`src/rtl/matrix_mixer_pkg.sv`:
```
// Shared constants, FSM states and the output saturator for matrix_mixer.
package mixer_pkg;

  localparam int N_CH    = 4;
  localparam int N_COEFF = 16;
  localparam int W_MAX   = 32;
  localparam int X_W     = 2 * W_MAX + 2;

  typedef enum logic [1:0] {
    IDLE,
    MAC,
    DONE
  } state_t;

  // floor(x / 2^(w-1)) clamped to a w-bit signed range; supports w <= W_MAX
  function automatic logic signed [W_MAX-1:0] sat(
    input logic signed [X_W-1:0] x,
    input int                    w
  );
    logic signed [X_W-1:0] s;
    logic signed [X_W-1:0] hi;
    logic signed [X_W-1:0] lo;
    s  = x >>> (w - 1);
    hi = (X_W'(1) <<< (w - 1)) - X_W'(1);
    lo = -(X_W'(1) <<< (w - 1));
    if (s > hi)      sat = hi[W_MAX-1:0];
    else if (s < lo) sat = lo[W_MAX-1:0];
    else             sat = s[W_MAX-1:0];
  endfunction

endpackage

```
`src/rtl/matrix_mixer.sv`:
```
// 4x4 time-multiplexed gain matrix: one multiplier walks all 16 products
// per frame, outputs update together when the last row is saturated.
module matrix_mixer
  import mixer_pkg::*;
#(
  parameter int W = 16
) (
  input  logic              clk_256fs,
  input  logic              rst,
  input  logic              clk_fs,
  input  logic [W-1:0]      in0,
  input  logic [W-1:0]      in1,
  input  logic [W-1:0]      in2,
  input  logic [W-1:0]      in3,
  input  logic [16*W-1:0]   coeff,
  output logic [W-1:0]      out0,
  output logic [W-1:0]      out1,
  output logic [W-1:0]      out2,
  output logic [W-1:0]      out3,
  output logic              busy
);

  localparam int AW = 2 * W + 2;

  state_t state;
  state_t state_n;

  logic                fs_r;
  logic                start;
  logic [3:0]          k;
  logic signed [AW-1:0] acc;
  logic [W-1:0]        snap_in [N_CH];
  logic [16*W-1:0]     snap_c;
  logic [W-1:0]        shadow [N_CH];

  logic [1:0]            i;
  logic [1:0]            j;
  logic signed [W-1:0]   a_sel;
  logic signed [W-1:0]   c_sel;
  logic signed [2*W-1:0] p;
  logic signed [AW-1:0]  sum;

  assign start = clk_fs & ~fs_r & (state == IDLE);

  always_ff @(posedge clk_256fs) begin
    if (rst) state <= IDLE;
    else     state <= state_n;
  end

  always_comb begin
    state_n = state;
    busy    = 1'b0;
    unique case (state)
      IDLE: if (start) state_n = MAC;
      MAC: begin
        busy = 1'b1;
        if (k == 4'd15) state_n = DONE;
      end
      DONE: begin
        busy    = 1'b1;
        state_n = IDLE;
      end
      default: state_n = IDLE;
    endcase
  end

  // k = {output row, input column}; coefficients are laid out in k order
  always_comb begin
    i     = k[1:0];
    j     = k[3:2];
    a_sel = $signed(snap_in[i]);
    c_sel = $signed(snap_c[k*W +: W]);
    p     = (2*W)'(a_sel) * (2*W)'(c_sel);
    sum   = acc + AW'(p);
  end

  always_ff @(posedge clk_256fs) begin
    if (rst) begin
      fs_r   <= 1'b1;
      k      <= '0;
      acc    <= '0;
      snap_c <= '0;
      out0   <= '0;
      out1   <= '0;
      out2   <= '0;
      out3   <= '0;
      for (int n = 0; n < N_CH; n++) begin
        snap_in[n] <= '0;
        shadow[n]  <= '0;
      end
    end else begin
      fs_r <= clk_fs;
      unique case (state)
        IDLE: begin
          if (start) begin
            snap_in[0] <= in0;
            snap_in[1] <= in1;
            snap_in[2] <= in2;
            snap_in[3] <= in3;
            snap_c     <= coeff;
            k          <= '0;
            acc        <= '0;
          end
        end
        MAC: begin
          k <= k + 4'd1;
          if (i == 2'd3) begin
            shadow[j] <= W'(sat(X_W'(sum), W));
            acc       <= '0;
          end else begin
            acc <= sum;
          end
        end
        DONE: begin
          out0 <= shadow[0];
          out1 <= shadow[1];
          out2 <= shadow[2];
          out3 <= shadow[3];
        end
        default: ;
      endcase
    end
  end

endmodule

```
`config.mk`:
```
export PLATFORM = sky130hd
export DESIGN_NAME = matrix_mixer
export DESIGN_NICKNAME = d
export VERILOG_FILES = /design/src/rtl/matrix_mixer_pkg.sv /design/src/rtl/matrix_mixer.sv
export SDC_FILE = /design/constraint.sdc
export NUM_CORES = 2
export LEC_CHECK = 0
export ABC_AREA = 1
export CAP_MARGIN = 25
export CORE_MARGIN = 8
export CORE_UTILIZATION = 23
export DETAILED_ROUTE_END_ITERATION = 8
export GPL_TIMING_DRIVEN = 0
export PLACE_DENSITY = 0.5
export REMOVE_ABC_BUFFERS = 1
export SYNTH_ARGS = -nofsm -noshare
export SYNTH_HDL_FRONTEND = slang
export SYNTH_SLANG_ARGS = --single-unit
```
`constraint.sdc`:
```
create_clock -name clk_256fs -period 7.26 [get_ports clk_256fs]
set_input_delay 1.452 -clock clk_256fs [delete_from_list [all_inputs] [get_ports clk_256fs]]
set_output_delay 1.452 -clock clk_256fs [all_outputs]
set_load 0.01 [all_outputs]
```
==> reports/metrics.yaml <==
syn_area_per_cell_sq_um: 8.099
core_area_sq_mm: 0.1375
htree_num_levels: 2
rsz0062_at_grt: "true"
max_stage_delay_ns: 0.51
p_leak_nw: 17.82
skew_ns: 0.05839
viasPerCell: 4.450
use_met3: 0.01833
synthCells: 3931
antenna_found_initial: 25
start_util: 0.2316
fin_crit_sh: 1.011
firstDrtPassIters: 5
critPathLaunchType: "flop"
max-vdd-ir-drop_mv: 0.5938
hold_viol: 0
worstPathMaxFanout: 11
grt_max_degree: 138
drc: 0
finalSetupViolCount: 50
min_path_type: "flop to flop"
place_ws_ns: -2.387
path_common_cell: "fa_1"
critPathKind: "flop to flop"
max_clock_freq_mhz: 136.3
fp-row-count: 136
relSlewSlack: 0.3775
dieArea_sq_mm: 0.1506
worstMarginPinSlew_ns: 0.9314
root_buffer: "clkbuf_16"
ys_seq_elements: 491
cts_buffer_depth: 3
slowest_stage: "fa_1"
gp_congestion: 0.8428
io_buffers: 387
cts_tree: "done"
routedWlPerCell_microns: 19.16
finalInstanceArea_sq_mm: 0.04299
drt_first_iter_violations: 1703
vias: 27570
fin_util: 0.3127
post_dp_cell_area_sq_mm: 0.03775
arrival_ns: 7.71
status: "finished with violations"
syn-cell-area_sq_mm: 0.03184
cts_made_buffers: 59
io_pins: 388
hpwl_microns: 78530
use_met1: 0.1906
post-route-min-period_ns: 7.338
cp-end-kind: "flop"
die_y_microns: 388.1
die_width_microns: 388.1
required_ns: 7.64
timing.final.ws_setup_ns: -0.07784
failed_checks: "setup timing"
path_buf_inv: 13
clk_pin_slew_ns: 0.06
ant_nets: 0
grt_pass1_wl_microns: 177200
finish.net_count: 5063
slew_viol_final: 0
busiest_layer: "met2"
layout-drive-gt1-share: 0.1329
insertion_delay_ns: 0.70
grt_usage: 0.1523
use_met2: 0.2697
power_mw: 16.51
cts_sinks: 491
gr-total-overflow: 0
cap_violations: 0
critical_path.top_delay_family: "adder cells"
power_density_mw_per_mm2: 384.1
area_growth_syn_to_layout_pct: 35.02
routed_wl_microns: 118700
ys_warn_count: 0
ys_types: 41
seq_area_frac_synth: 0.3490
grt_pass1_vias: 28180
## cells by family after synthesis
| family | after synthesis | synth area share |
|---|---|---|
| DFF | 491 | 0.3490 |
| and+or+nand+nor | 1366 | 0.1770 |
| AOI/OAI and AO/OA | 757 | 0.1281 |
| xor gates and xnor gates | 17 | 0.004676 |
| adders and majority gates | 412 | 0.2338 |
| buffers and inverters | 888 | 0.1074 |
## per-layer routing
layer | wire, microns | vias to the layer above | share of wire
met5 | 0 | - | 0
met4 | 3469 | 0 | 0.029
met3 | 5428 | 132 | 0.046
met2 | 59760 | 674 | 0.50
met1 | 50090 | 13570 | 0.42
li1 | - | 13200 | -
## state kept, by name, indices dropped and copies added (netlist names), named ones only
name     cells
k            4
out2        16
acc         34
state        2
snap_in     64
fs_r         1
out0        16
snap_c     256
out3        16
out1        16
shadow      64
## worst min-delay path, cell delays in order (launching register included)
cell and delay (ns):
dfxtp_1 0.30, nand2_1 0.06, a21oi_1 0.05
## path summary, 6_finish.rpt
kind                        end  depth (start not counted)       start  slack [ns]
setup / recovery  shadow[1][11]                         35        k[0]       -0.08
hold / removal       snap_c[52]                          2  snap_c[52]        0.46
setup reg to reg  shadow[1][11]                         35        k[0]       -0.08
hold reg to reg      snap_c[52]                          2  snap_c[52]        0.46
## cell usage after synthesis, drive strengths merged
master	instances	share of area
nand2	663	0.081
inv	662	0.078
nor2	405	0.048
a21oi	392	0.066
dfxtp	363	0.23
o21ai	337	0.053
fa	305	0.19
nand3	270	0.043
clkbuf	156	0.018
edfxtp	128	0.12
ha	107	0.042
buf	57	0.0094
a32oi	16	0.0055
clkinv	13	0.0015
nor3	12	0.0019
xor2	11	0.0030
or2	9	0.0018
xnor2	6	0.0017
nand4	5	0.00098
o21bai	5	0.0012
a21o	3	0.00071
and3	2	0.00039
o211ai	2	0.00047
a211oi	1	0.00024
o31ai	1	0.00024
## layout make-up
cell class / count / area, sq um
Antenna cell: 24 / 60.06
Clock buffer: 73 / 1589
Clock inverter: 39 / 382.9
Fill cell: 14630 / 94500
Inverter: 675 / 2674
Multi-Input combinational cell: 2553 / 18810
Sequential cell: 491 / 11120
Tap cell: 1794 / 2245
Timing Repair Buffer: 544 / 6067
Timing Repair inverter: 4 / 33.78
## metrics by stage
step                setup TNS [ns]  hold slack [ns]  cells
floorplan                  -943.50           0.4357   3718
global placement          -6601.36           0.4486   5899
detailed placement         -168.48           0.4516   5926
CTS                        -0.2036           0.4610   6153
global route                -19.25           0.4753   6195
finish                      -1.455           0.4601   6197
## placed cells by master, fill, tap and decap left out, types with 24 or more instances in the layout
| cell type | n |
|---|---|
| nor2_1 | 369 |
| nand2_1 | 600 |
| buf_4 | 85 |
| a21oi_2 | 70 |
| clkdlybuf4s50_1 | 386 |
| nand2_2 | 25 |
| a21oi_1 | 318 |
| ha_1 | 83 |
| clkbuf_16 | 62 |
| nand2_4 | 26 |
| fa_1 | 297 |
| buf_16 | 25 |
| o21ai_0 | 315 |
| diode_2 | 24 |
| edfxtp_1 | 128 |
| inv_1 | 626 |
| nor2_2 | 24 |
| nand3_1 | 241 |
| dfxtp_1 | 358 |
## where the power goes
part / switching [mW] / leakage (nW) / internal (mW)
logic: 6.18 / 12.6 / 4.20
registers: 0.0944 / 4.28 / 3.01
clock network: 1.35 / 0.945 / 1.68
total: 7.62 / 17.8 / 8.89
## repair_timing
item,4_1_cts,5_1_grt
buffers inserted,94,21
pin swaps,67,56
resized for setup,280,110
hold buffers,0,0
cloned,21,3
endpoints found under the setup margin,89,73
(Power assumes the default switching activity.)
